<file path="src/rtl/divide_arbiter_pkg.sv">
// Shared FSM encodings and constants for divide_arbiter.
// The zero-bypass state is only reachable when DIVIDE_ARBITER_ZERO_BYPASS_EN is defined.
package divide_arbiter_pkg;

  localparam int unsigned STW = 3;

  localparam logic [STW-1:0] ST_DRAIN   = 3'd0;
  localparam logic [STW-1:0] ST_IDLE    = 3'd1;
  localparam logic [STW-1:0] ST_SETUP   = 3'd2;
  localparam logic [STW-1:0] ST_REQ     = 3'd3;
  localparam logic [STW-1:0] ST_CAPTURE = 3'd4;
  localparam logic [STW-1:0] ST_RELEASE = 3'd5;
  localparam logic [STW-1:0] ST_ZERO    = 3'd6;

  localparam int unsigned MAX_W = 64;

  // Quotient reported for a bypassed divide-by-zero: all ones at width w.
  function automatic logic [MAX_W-1:0] quot_all_ones(input int unsigned w);
    quot_all_ones = (w >= MAX_W) ? '1 : ((MAX_W'(1) << w) - MAX_W'(1));
  endfunction

endpackage

</file>
<file path="src/rtl/divide_arbiter_rr_pick.sv">
// Combinational round-robin picker: first request at or after ptr_i, wrapping modulo N.
module divide_arbiter_rr_pick #(
  parameter int unsigned N  = 4,
  parameter int unsigned IW = 2
) (
  input  logic [N-1:0]  req_i,
  input  logic [IW-1:0] ptr_i,
  output logic [N-1:0]  grant_o,
  output logic [IW-1:0] idx_o,
  output logic          any_o
);

  logic [IW-1:0] j;

  always_comb begin
    grant_o = '0;
    idx_o   = '0;
    any_o   = 1'b0;
    j       = '0;
    for (int unsigned k = 0; k < N; k++) begin
      j = IW'((32'(ptr_i) + k) % N);
      if (!any_o && req_i[j]) begin
        any_o      = 1'b1;
        idx_o      = j;
        grant_o[j] = 1'b1;
      end
    end
  end

endmodule

</file>
<file path="src/rtl/divide_arbiter.sv">
// Round-robin arbiter sharing one self-timed divider via a 4-phase req/fin handshake.
// Optional DIVIDE_ARBITER_ZERO_BYPASS_EN answers b==0 locally and adds rsp_dz.
module divide_arbiter
  import divide_arbiter_pkg::*;
#(
  parameter int unsigned AWidth  = 32,
  parameter int unsigned BWidth  = 32,
  parameter int unsigned NUM_CLI = 4,
  parameter int unsigned IDW     = $clog2(NUM_CLI)
) (
  input  logic                      clk,
  input  logic                      rst,
  input  logic [NUM_CLI-1:0]        cli_valid,
  output logic [NUM_CLI-1:0]        cli_ack,
  input  logic [NUM_CLI*AWidth-1:0] cli_a,
  input  logic [NUM_CLI*BWidth-1:0] cli_b,
  output logic                      rsp_valid,
  output logic [IDW-1:0]            rsp_id,
  output logic [AWidth-1:0]         rsp_s,
  output logic [BWidth-1:0]         rsp_mod,
  output logic                      busy,
  output logic                      div_req,
  input  logic                      div_fin,
  output logic [AWidth-1:0]         div_a,
  output logic [BWidth-1:0]         div_b,
  input  logic [AWidth-1:0]         div_s,
  input  logic [BWidth-1:0]         div_mod
`ifdef DIVIDE_ARBITER_ZERO_BYPASS_EN
  ,
  output logic                      rsp_dz
`endif
);

  logic [STW-1:0]     state_q, state_d;
  logic               fin_meta_q, fin_s_q;
  logic [1:0]         prime_q;
  logic [IDW-1:0]     rr_ptr_q, id_q;
  logic [NUM_CLI-1:0] cli_ack_q;
  logic               rsp_valid_q, div_req_q, busy_q;
  logic [IDW-1:0]     rsp_id_q;
  logic [AWidth-1:0]  rsp_s_q, div_a_q;
  logic [BWidth-1:0]  rsp_mod_q, div_b_q;
  logic               rsp_dz_q;

  logic [NUM_CLI-1:0] grant;
  logic [IDW-1:0]     gidx;
  logic               gany;
  logic [AWidth-1:0]  sel_a;
  logic [BWidth-1:0]  sel_b;
  logic               take;

  divide_arbiter_rr_pick #(.N(NUM_CLI), .IW(IDW)) u_pick (
    .req_i   (cli_valid),
    .ptr_i   (rr_ptr_q),
    .grant_o (grant),
    .idx_o   (gidx),
    .any_o   (gany)
  );

  assign sel_a = cli_a[32'(gidx)*AWidth +: AWidth];
  assign sel_b = cli_b[32'(gidx)*BWidth +: BWidth];
  assign take  = (state_q == ST_IDLE) && gany;

  // DRAIN also waits for the synchronizer to fill so a divider still high after reset is seen.
  always_comb begin
    state_d = state_q;
    case (state_q)
      ST_DRAIN:   if (prime_q[1] && !fin_s_q) state_d = ST_IDLE;
      ST_IDLE: begin
        if (gany) begin
`ifdef DIVIDE_ARBITER_ZERO_BYPASS_EN
          state_d = (sel_b == '0) ? ST_ZERO : ST_SETUP;
`else
          state_d = ST_SETUP;
`endif
        end
      end
      ST_SETUP:   state_d = ST_REQ;
      ST_REQ:     if (fin_s_q) state_d = ST_CAPTURE;
      ST_CAPTURE: state_d = ST_RELEASE;
      ST_RELEASE: if (!fin_s_q) state_d = ST_IDLE;
`ifdef DIVIDE_ARBITER_ZERO_BYPASS_EN
      ST_ZERO:    state_d = ST_IDLE;
`endif
      default:    state_d = ST_DRAIN;
    endcase
  end

  always_ff @(posedge clk or posedge rst) begin
    if (rst) begin
      state_q     <= ST_DRAIN;
      fin_meta_q  <= 1'b0;
      fin_s_q     <= 1'b0;
      prime_q     <= '0;
      rr_ptr_q    <= '0;
      id_q        <= '0;
      cli_ack_q   <= '0;
      div_a_q     <= '0;
      div_b_q     <= '0;
      div_req_q   <= 1'b0;
      busy_q      <= 1'b1;
      rsp_valid_q <= 1'b0;
      rsp_id_q    <= '0;
      rsp_s_q     <= '0;
      rsp_mod_q   <= '0;
      rsp_dz_q    <= 1'b0;
    end else begin
      state_q     <= state_d;
      fin_meta_q  <= div_fin;
      fin_s_q     <= fin_meta_q;
      prime_q     <= {prime_q[0], 1'b1};
      cli_ack_q   <= take ? grant : '0;
      div_req_q   <= (state_d == ST_REQ);
      busy_q      <= (state_d != ST_IDLE);
      rsp_valid_q <= 1'b0;
      rsp_dz_q    <= 1'b0;
      if (take) begin
        div_a_q  <= sel_a;
        div_b_q  <= sel_b;
        id_q     <= gidx;
        rr_ptr_q <= IDW'((32'(gidx) + 32'd1) % NUM_CLI);
      end
      if (state_q == ST_CAPTURE) begin
        rsp_s_q     <= div_s;
        rsp_mod_q   <= div_mod;
        rsp_id_q    <= id_q;
        rsp_valid_q <= 1'b1;
      end
`ifdef DIVIDE_ARBITER_ZERO_BYPASS_EN
      if (state_q == ST_ZERO) begin
        rsp_s_q     <= AWidth'(quot_all_ones(AWidth));
        rsp_mod_q   <= BWidth'(div_a_q);
        rsp_id_q    <= id_q;
        rsp_valid_q <= 1'b1;
        rsp_dz_q    <= 1'b1;
      end
`endif
    end
  end

  assign cli_ack   = cli_ack_q;
  assign rsp_valid = rsp_valid_q;
  assign rsp_id    = rsp_id_q;
  assign rsp_s     = rsp_s_q;
  assign rsp_mod   = rsp_mod_q;
  assign busy      = busy_q;
  assign div_req   = div_req_q;
  assign div_a     = div_a_q;
  assign div_b     = div_b_q;
`ifdef DIVIDE_ARBITER_ZERO_BYPASS_EN
  assign rsp_dz    = rsp_dz_q;
`else
  logic unused_dz;
  assign unused_dz = rsp_dz_q;
`endif

endmodule

</file>
<file path="config.mk">
export PLATFORM = sky130hd
export DESIGN_NAME = divide_arbiter
export DESIGN_NICKNAME = d
export VERILOG_FILES = /design/src/rtl/divide_arbiter_pkg.sv /design/src/rtl/divide_arbiter_rr_pick.sv /design/src/rtl/divide_arbiter.sv
export SDC_FILE = /design/constraint.sdc
export NUM_CORES = 1
export LEC_CHECK = 0
export BUFFER_PORTS_ARGS = -buffer_cell sky130_fd_sc_hd__buf_2
export CAP_MARGIN = 20
export CORE_AREA = 2 2 182 184
export DETAILED_ROUTE_END_ITERATION = 6
export DIE_AREA = 0 0 184 186
export PLACE_DENSITY_LB_ADDON = 0.2
export REMOVE_ABC_BUFFERS = 1
export SLEW_MARGIN = 20
export SYNTH_ARGS = -nofsm -noshare
export SYNTH_HDL_FRONTEND = slang
export SYNTH_SLANG_ARGS = --single-unit
export TNS_END_PERCENT = 50
</file>
<file path="constraint.sdc">
create_clock -name clk -period 4.9 [get_ports clk]
set_input_delay 0.49 -clock clk [delete_from_list [all_inputs] [get_ports clk]]
set_output_delay 0.49 -clock clk [all_outputs]
set_load 0.005 [all_outputs]
</file>
==> results of run 1 <==
-- path summary, 6_finish.rpt --
| kind | to | cells after the start | from | slack [ns] |
|---|---|---|---|---|
| worst min register to register | prime_q[1]$_DFF_PP0_ | 0 | prime_q[0]$_DFF_PP0_ | 0.35 |
| max in group asynchronous | div_b[12]$_DFFE_PP0P_ | 3 | rst | 3.59 |
| worst max register to register | div_a[30]$_DFFE_PP0P_ | 8 | rr_ptr_q[0]$_DFFE_PP0P_ | 1.22 |
| min in group clk | fin_meta_q$_DFF_PP0_ | 1 | div_fin | 0.16 |
| worst min-delay path | rsp_s[19]$_DFFE_PP0N_ | 2 | rst | 0.15 |
| worst max-delay path | div_a[30]$_DFFE_PP0P_ | 8 | rr_ptr_q[0]$_DFFE_PP0P_ | 1.22 |
-- through the flow --
stage,worst slack [ns],hold slack (ns),cells,power (W)
after detailed placement,1.22,0.337,1438,0.00604
after global routing,0.989,0.138,1470,0.00784
final,1.22,0.152,1471,0.00727
after global placement,1.33,0.333,1438,0.00598
after CTS,1.20,0.132,1470,0.00744
after floorplan,-2.87,0.331,557,0.00457
-- logic make-up (layout without fill, tap and decap cells) --
logic type,after synthesis,count (layout),synth area share (%)
multiplexers,198,198,27.0
flip-flops,148,148,47.6
AND/OR/NAND/NOR,101,101,5.62
AO/OA/AOI/OAI,97,97,14.3
buffers and inverters,53,508,4.05
adder cells (fa/ha/maj),8,8,1.29
other,1,2,0.0482
XOR/XNOR,1,1,0.112
-- flip-flops by register name (all words and copies together) (netlist names) --
name,flops
div_a,32
fin_s_q,1
rsp_mod,32
cli_ack,4
rsp_valid,1
rsp_id,2
div_b,32
rr_ptr_q,2
busy,1
prime_q,2
div_req,1
fin_meta_q,1
id_q,2
state_q,3
rsp_s,32
-- cells in the mapped netlist, types with 2 or more instances --
cell type | count | area share, %
sky130_fd_sc_hd__nor2_1 | 13 | 0.63
sky130_fd_sc_hd__nor2b_1 | 3 | 0.24
sky130_fd_sc_hd__clkbuf_1 | 12 | 0.58
sky130_fd_sc_hd__mux2i_1 | 129 | 17
sky130_fd_sc_hd__a22oi_1 | 6 | 0.58
sky130_fd_sc_hd__o22ai_1 | 3 | 0.24
sky130_fd_sc_hd__buf_4 | 7 | 0.67
sky130_fd_sc_hd__o221ai_2 | 50 | 9.6
sky130_fd_sc_hd__dfrtp_1 | 147 | 47
sky130_fd_sc_hd__ha_1 | 8 | 1.3
sky130_fd_sc_hd__buf_6 | 9 | 1.3
sky130_fd_sc_hd__o21a_1 | 3 | 0.29
sky130_fd_sc_hd__mux2_1 | 36 | 5.2
sky130_fd_sc_hd__buf_2 | 18 | 1.2
sky130_fd_sc_hd__mux4_2 | 3 | 0.87
sky130_fd_sc_hd__nand2b_1 | 2 | 0.16
sky130_fd_sc_hd__o21ai_0 | 4 | 0.26
sky130_fd_sc_hd__nand2_1 | 72 | 3.5
sky130_fd_sc_hd__o221ai_1 | 14 | 1.6
sky130_fd_sc_hd__mux2_2 | 30 | 4.3
sky130_fd_sc_hd__a21oi_1 | 3 | 0.19
sky130_fd_sc_hd__buf_1 | 4 | 0.19
sky130_fd_sc_hd__a32oi_1 | 3 | 0.34
sky130_fd_sc_hd__a221oi_1 | 5 | 0.56
sky130_fd_sc_hd__inv_1 | 3 | 0.14
-- cell type report --
cell class                 instances  area (µm²)
timing repair buffer             473        2440
antenna                            1        2.50
sequential                       148        3700
clock inverter                    15         170
multi-input combinational        406        3790
fill                            3308       21100
tap                              408         510
inverter                           3        16.3
clock buffer                      17         425
-- where the power goes --
group          total [W]  leakage, nW  switching (W)  internal (W)
logic            0.00378         3.27        0.00198       0.00180
clock network    0.00136        0.292       0.000591      0.000764
registers        0.00213         1.82       0.000315       0.00182
-- per-layer routing --
layer  up-vias  wire, µm  GRT usage (%)
met5         -        16              0
li1       3173         -              -
met1      3149     10200           16.4
met3        15      2250           5.85
met2       294     12800           25.5
met4         2       283           3.68
==> results.json, run 1 <==
{
  "detail-route-antenna-nets": 0,
  "cts_root_buf": "sky130_fd_sc_hd__clkbuf_16",
  "achievable-frequency_mhz": 272,
  "clock-skew-final_ns": 0.00973,
  "drt-total-wl_um": 25500,
  "cts.path.max_buffers": 2,
  "hold_buf_count_cts": 0,
  "via_count_of_the_first_global_routing_pass": 6813,
  "postSynthCellCount": 607,
  "period_needed_ns": 3.68,
  "fp.dieH_um": 186,
  "fp-row-count": 66,
  "io_pins": 464,
  "die-area_um2": 34200,
  "initial_utilization_pct": 24.2,
  "timing.critical_path.buf_inv": 2,
  "grt_overflow_total": 0,
  "power_density_nw_per_um2": 657,
  "ys_ff_latch": 148,
  "drc": 0,
  "most_frequent_standard_cell_in_the_layout_excluding_fill_and_tap_cells": "sky130_fd_sc_hd__buf_2",
  "layout.core_utilization_pct": 34.3,
  "worstPathArrival_ns": 3.97,
  "yosysUniqueCellTypes": 45,
  "run_status": "finished, final reports clean",
  "crit_path_cell_trace": "inv_1 -> ha_1 -> mux4_2 -> o21bai_1 -> a21oi_2 -> or2_4 -> buf_12 -> o221ai_1",
  "synthesis.area_per_instance_um2": 12.8,
  "timing_worst_setup_path_type": "flip-flop to flip-flop",
  "stdcell_area_um2": 11100,
  "timing_hold_violations_final": 0,
  "max-slew-margin-rel_pct": 36.6,
  "cts_resized": 0,
  "timing.setup.tns_ns": 0,
  "grt_use_total_pct": 14.5,
  "core_area_um2": 32200,
  "final_layout_size_suffix_gt1_share_pct": 56.4,
  "max_fanout_on_critical_path": 38,
  "gp_routability_congestion": 0.760,
  "cellLeakagePower_nw": 5.37,
  "vdd.ir_drop.worst_mv": 0.352,
  "hpwlAfterDp_um": 19000,
  "post_cts_setup_buffer_count": 0,
  "mappedNetlistArea_um2": 7790,
  "tritoncts": "done",
  "ys_seq_area_share_pct": 47.6,
  "post_place_cell_area_um2": 10500,
  "grt_max_degree": 78,
  "avgRoutedWirePerCell_um": 17.3,
  "timing_worst_slew_pin_value_ns": 0.937,
  "timing.critical_path.from_type": "flip-flop",
  "rsz0062_at_grt": "no",
  "syn2layout_area_growth_pct": 42.0,
  "master_of_the_slowest_instance_on_the_critical_path": "sky130_fd_sc_hd__dfrtp_1",
  "io_buffers": 463,
  "crit_path_max_incr_delay_ns": 0.69,
  "cap_viol_max_count": 0,
  "first_pass_grt_wire_length_um": 37700,
  "grt_antenna_before_repair": 2,
  "routed-via-count": 6633,
  "detail_route.first_pass.iterations": 4,
  "htree_levels": 4,
  "required_time_at_the_worst_slack_endpoint_ns": 5.19,
  "final_cell_mix": "463 x sky130_fd_sc_hd__buf_2, 147 x sky130_fd_sc_hd__dfrtp_1, 129 x sky130_fd_sc_hd__mux2i_1",
  "clk_pin_slew_worst_paths_ns": 0.07,
  "route.detailed.vias_per_inst": 4.51,
  "die_width_um": 184,
  "cts_buffers": 17,
  "worst_path_dominant_cell_family": "flip-flops",
  "number_of_enable_flip_flop_cells_after_synthesis": 0,
  "final_worst_path_cycle_share_pct": 75.1,
  "setup.worst_path.end_class": "flip-flop",
  "report.final.slew_viol_count": 0,
  "detail_route.iter0.violations": 165,
  "synth.yosys.warnings": 0,
  "synth_ff_type": "sky130_fd_sc_hd__dfrtp_1",
  "finalSetupViolCount": 0,
  "design.final.nets": 1384,
  "clock-sinks": 148,
  "hold_path.class": "primary input to asynchronous set/reset pin",
  "async_reset_ff_share_pct": 100,
  "insertion_delay_ns": 0.44
}
Power figures use the tool's default switching activity.
==> run 2, diff against run 1 <==
--- a/config.mk
+++ b/config.mk
@@ -7,9 +7,9 @@
 export LEC_CHECK = 0
 export BUFFER_PORTS_ARGS = -buffer_cell sky130_fd_sc_hd__buf_2
 export CAP_MARGIN = 20
-export CORE_AREA = 2 2 182 184
+export CORE_AREA = 2 2 180 182
 export DETAILED_ROUTE_END_ITERATION = 6
-export DIE_AREA = 0 0 184 186
+export DIE_AREA = 0 0 182 184
 export PLACE_DENSITY_LB_ADDON = 0.2
 export REMOVE_ABC_BUFFERS = 1
 export SLEW_MARGIN = 20
==> constraint.sdc (replaced) <==
create_clock -name clk -period 3 [get_ports clk]
set_input_delay 0.3 -clock clk [delete_from_list [all_inputs] [get_ports clk]]
set_output_delay 0.3 -clock clk [all_outputs]
set_load 0.005 [all_outputs]
==> results.json, run 2 (synthesized netlist as in run 1, its figures left out) <==
{
  "run_status": "finished, final reports clean",
  "clock-skew-final_ns": 0.0131,
  "hpwlAfterDp_um": 20500,
  "intPower_w": 0.00743,
  "grt_antenna_before_repair": 3,
  "final_worst_path_cycle_share_pct": 93.0,
  "antenna-diode-count": 0,
  "end_point_of_the_most_critical_hold_path": "rsp_mod[28]$_DFFE_PP0N_",
  "insertion_delay_ns": 0.43,
  "achievable-frequency_mhz": 359,
  "cellLeakagePower_nw": 5.48,
  "via_count_of_the_first_global_routing_pass": 7166,
  "tritoncts": "done",
  "routed-via-count": 6716,
  "whs_path_depth": 2,
  "first_pass_grt_wire_length_um": 40200,
  "cts.path.max_buffers": 2,
  "drc": 0,
  "route.detailed.vias_per_inst": 4.53,
  "htree_levels": 4,
  "detailroute.wirelength.met2_um": 13500,
  "m1_wire_length_um": 10700,
  "worstPathArrival_ns": 3.08,
  "avgRoutedWirePerCell_um": 18.1,
  "p_switching_w": 0.00483,
  "grt_use_total_pct": 15.6,
  "final_cell_mix": "463 x sky130_fd_sc_hd__buf_2, 147 x sky130_fd_sc_hd__dfrtp_1, 129 x sky130_fd_sc_hd__mux2i_1",
  "power_frac_clock_pct": 18.2,
  "source_of_the_worst_register_to_register_timing_path": "rr_ptr_q[1]$_DFFE_PP0P_",
  "post_place_cell_area_um2": 10700,
  "most_frequent_standard_cell_in_the_layout_excluding_fill_and_tap_cells": "sky130_fd_sc_hd__buf_2",
  "fp.dieH_um": 184,
  "required_time_at_the_worst_slack_endpoint_ns": 3.29,
  "io_pins": 464,
  "detailroute.wirelength.met3_um": 2280,
  "post_cts_setup_buffer_count": 0,
  "layout.core_utilization_pct": 35.9,
  "core_area_um2": 31400,
  "report.final.slew_viol_count": 0,
  "drt-total-wl_um": 26800,
  "period_needed_ns": 2.79,
  "timing.critical_path.from_type": "flip-flop",
  "die_width_um": 182,
  "max-slew-margin-rel_pct": 33.6,
  "setup.worst_path.end_class": "flip-flop",
  "stdcell_area_um2": 11300,
  "timing_worst_slew_pin_value_ns": 0.983,
  "syn2layout_area_growth_pct": 44.9,
  "timing_hold_violations_final": 0,
  "initial_utilization_pct": 24.8,
  "power_density_nw_per_um2": 1090,
  "detail-route-antenna-nets": 0,
  "vdd.ir_drop.worst_mv": 0.617,
  "fp-row-count": 65,
  "gp_routability_congestion": 0.748,
  "finalSetupViolCount": 0,
  "cap_viol_max_count": 0,
  "grt_max_degree": 56,
  "top_layer": "met5",
  "clock-sinks": 148,
  "sequentialPowerShare_pct": 28.4,
  "detail_route.first_pass.iterations": 4,
  "io_buffers": 463,
  "hold_path.class": "primary input to flip-flop",
  "worst_r2r_path_depth": 8,
  "hp-start": "div_mod[28]",
  "clk_pin_slew_worst_paths_ns": 0.07,
  "timing_worst_setup_path_type": "flip-flop to flip-flop",
  "detail_route.iter0.violations": 221,
  "combinational_power_share_pct": 53.4,
  "final_layout_size_suffix_gt1_share_pct": 56.8,
  "design.final.nets": 1401,
  "max_fanout_on_critical_path": 33,
  "crit-reg2reg-capture": "div_b[22]$_DFFE_PP0P_",
  "cts_buffers": 17,
  "die-area_um2": 33500,
  "grt_overflow_total": 0,
  "share_of_total_power_consumed_by_net_switching_pct": 39.4,
  "reg2reg_setup_slack_ns": 0.21,
  "rsz0062_at_grt": "no",
  "cts_root_buf": "sky130_fd_sc_hd__clkbuf_16"
}
==> run 2: cell count changes in the layout (fill, tap and decap cells not counted), sizes merged <==
cell	delta
clkbuf	+1
diode	-1
buf	+15
dlygate4sd3	+2
inv	+1
clkinvlp	+3
clkinv	-5
==> run 2: area by class of cell <==
cell class,instances,area (µm²)
flip-flops and latches,148,3700
clock buffers,18,429
inverters,3,16.3
multi-input cells,406,3790
well taps,402,503
clock inverters,14,168
repair buffers,490,2680
fillers,3214,20100
==> run 2: what timing repair did <==
item / CTS / global route
endpoints found under the hold margin: 47 / 0
hold buffers: 2 / 0
resized for setup: 0 / 0
==> run 2: worst max path at each step <==
stage / start / to / slack, ns / cells past startpoint
after global placement: rr_ptr_q[1]$_DFFE_PP0P_ / div_b[8]$_DFFE_PP0P_ / 0.26 / 8
after detailed placement: rr_ptr_q[1]$_DFFE_PP0P_ / div_a[18]$_DFFE_PP0P_ / 0.23 / 8
after floorplan: rr_ptr_q[0]$_DFFE_PP0P_ / div_a[0]$_DFFE_PP0P_ / -4.77 / 6
after CTS: rr_ptr_q[1]$_DFFE_PP0P_ / div_a[19]$_DFFE_PP0P_ / 0.23 / 8
after global routing: rr_ptr_q[1]$_DFFE_PP0P_ / div_b[10]$_DFFE_PP0P_ / 0.05 / 8
final: rr_ptr_q[1]$_DFFE_PP0P_ / div_b[22]$_DFFE_PP0P_ / 0.21 / 8
==> run 2: power by group through the flow <==
stage	registers [W]	logic, W	clock network (W)
finish	0.00348	0.00654	0.00223
global route	0.00362	0.00717	0.00241
CTS	0.00349	0.00669	0.00232
detailed placement	0.00350	0.00670	0
global placement	0.00349	0.00663	0
floorplan	0.00357	0.00328	0
==> run 2: through the flow <==
| stage | setup TNS [ns] | total power [W] | hold slack (ns) | setup WS [ns] | cells |
|---|---|---|---|---|---|
| after floorplan | -568.36 | 0.00685 | 0.331 | -4.77 | 557 |
| after global placement | 0 | 0.0101 | 0.333 | 0.262 | 1447 |
| after detailed placement | 0 | 0.0102 | 0.337 | 0.227 | 1447 |
| after CTS | 0 | 0.0125 | 0.0573 | 0.226 | 1481 |
| after global routing | 0 | 0.0132 | 0.0635 | 0.0533 | 1481 |
| final | 0 | 0.0123 | 0.0867 | 0.211 | 1481 |
==> run 2: worst max-delay path, stage by stage, from the launching register on <==
cell and delay (ns):
sky130_fd_sc_hd__dfrtp_1 0.34, sky130_fd_sc_hd__inv_1 0.10, sky130_fd_sc_hd__ha_1 0.50, sky130_fd_sc_hd__mux4_2 0.47
sky130_fd_sc_hd__a22oi_2 0.32, sky130_fd_sc_hd__buf_12 0.27, sky130_fd_sc_hd__buf_12 0.21, sky130_fd_sc_hd__mux2i_1 0.26
sky130_fd_sc_hd__o221ai_2 0.13
==> run 2: layer usage <==
layer,vias to the layer above,global-route usage (%)
li1,3209,-
met2,299,27.9
met4,6,4.16
met5,-,0
met3,24,5.39
met1,3178,17.7
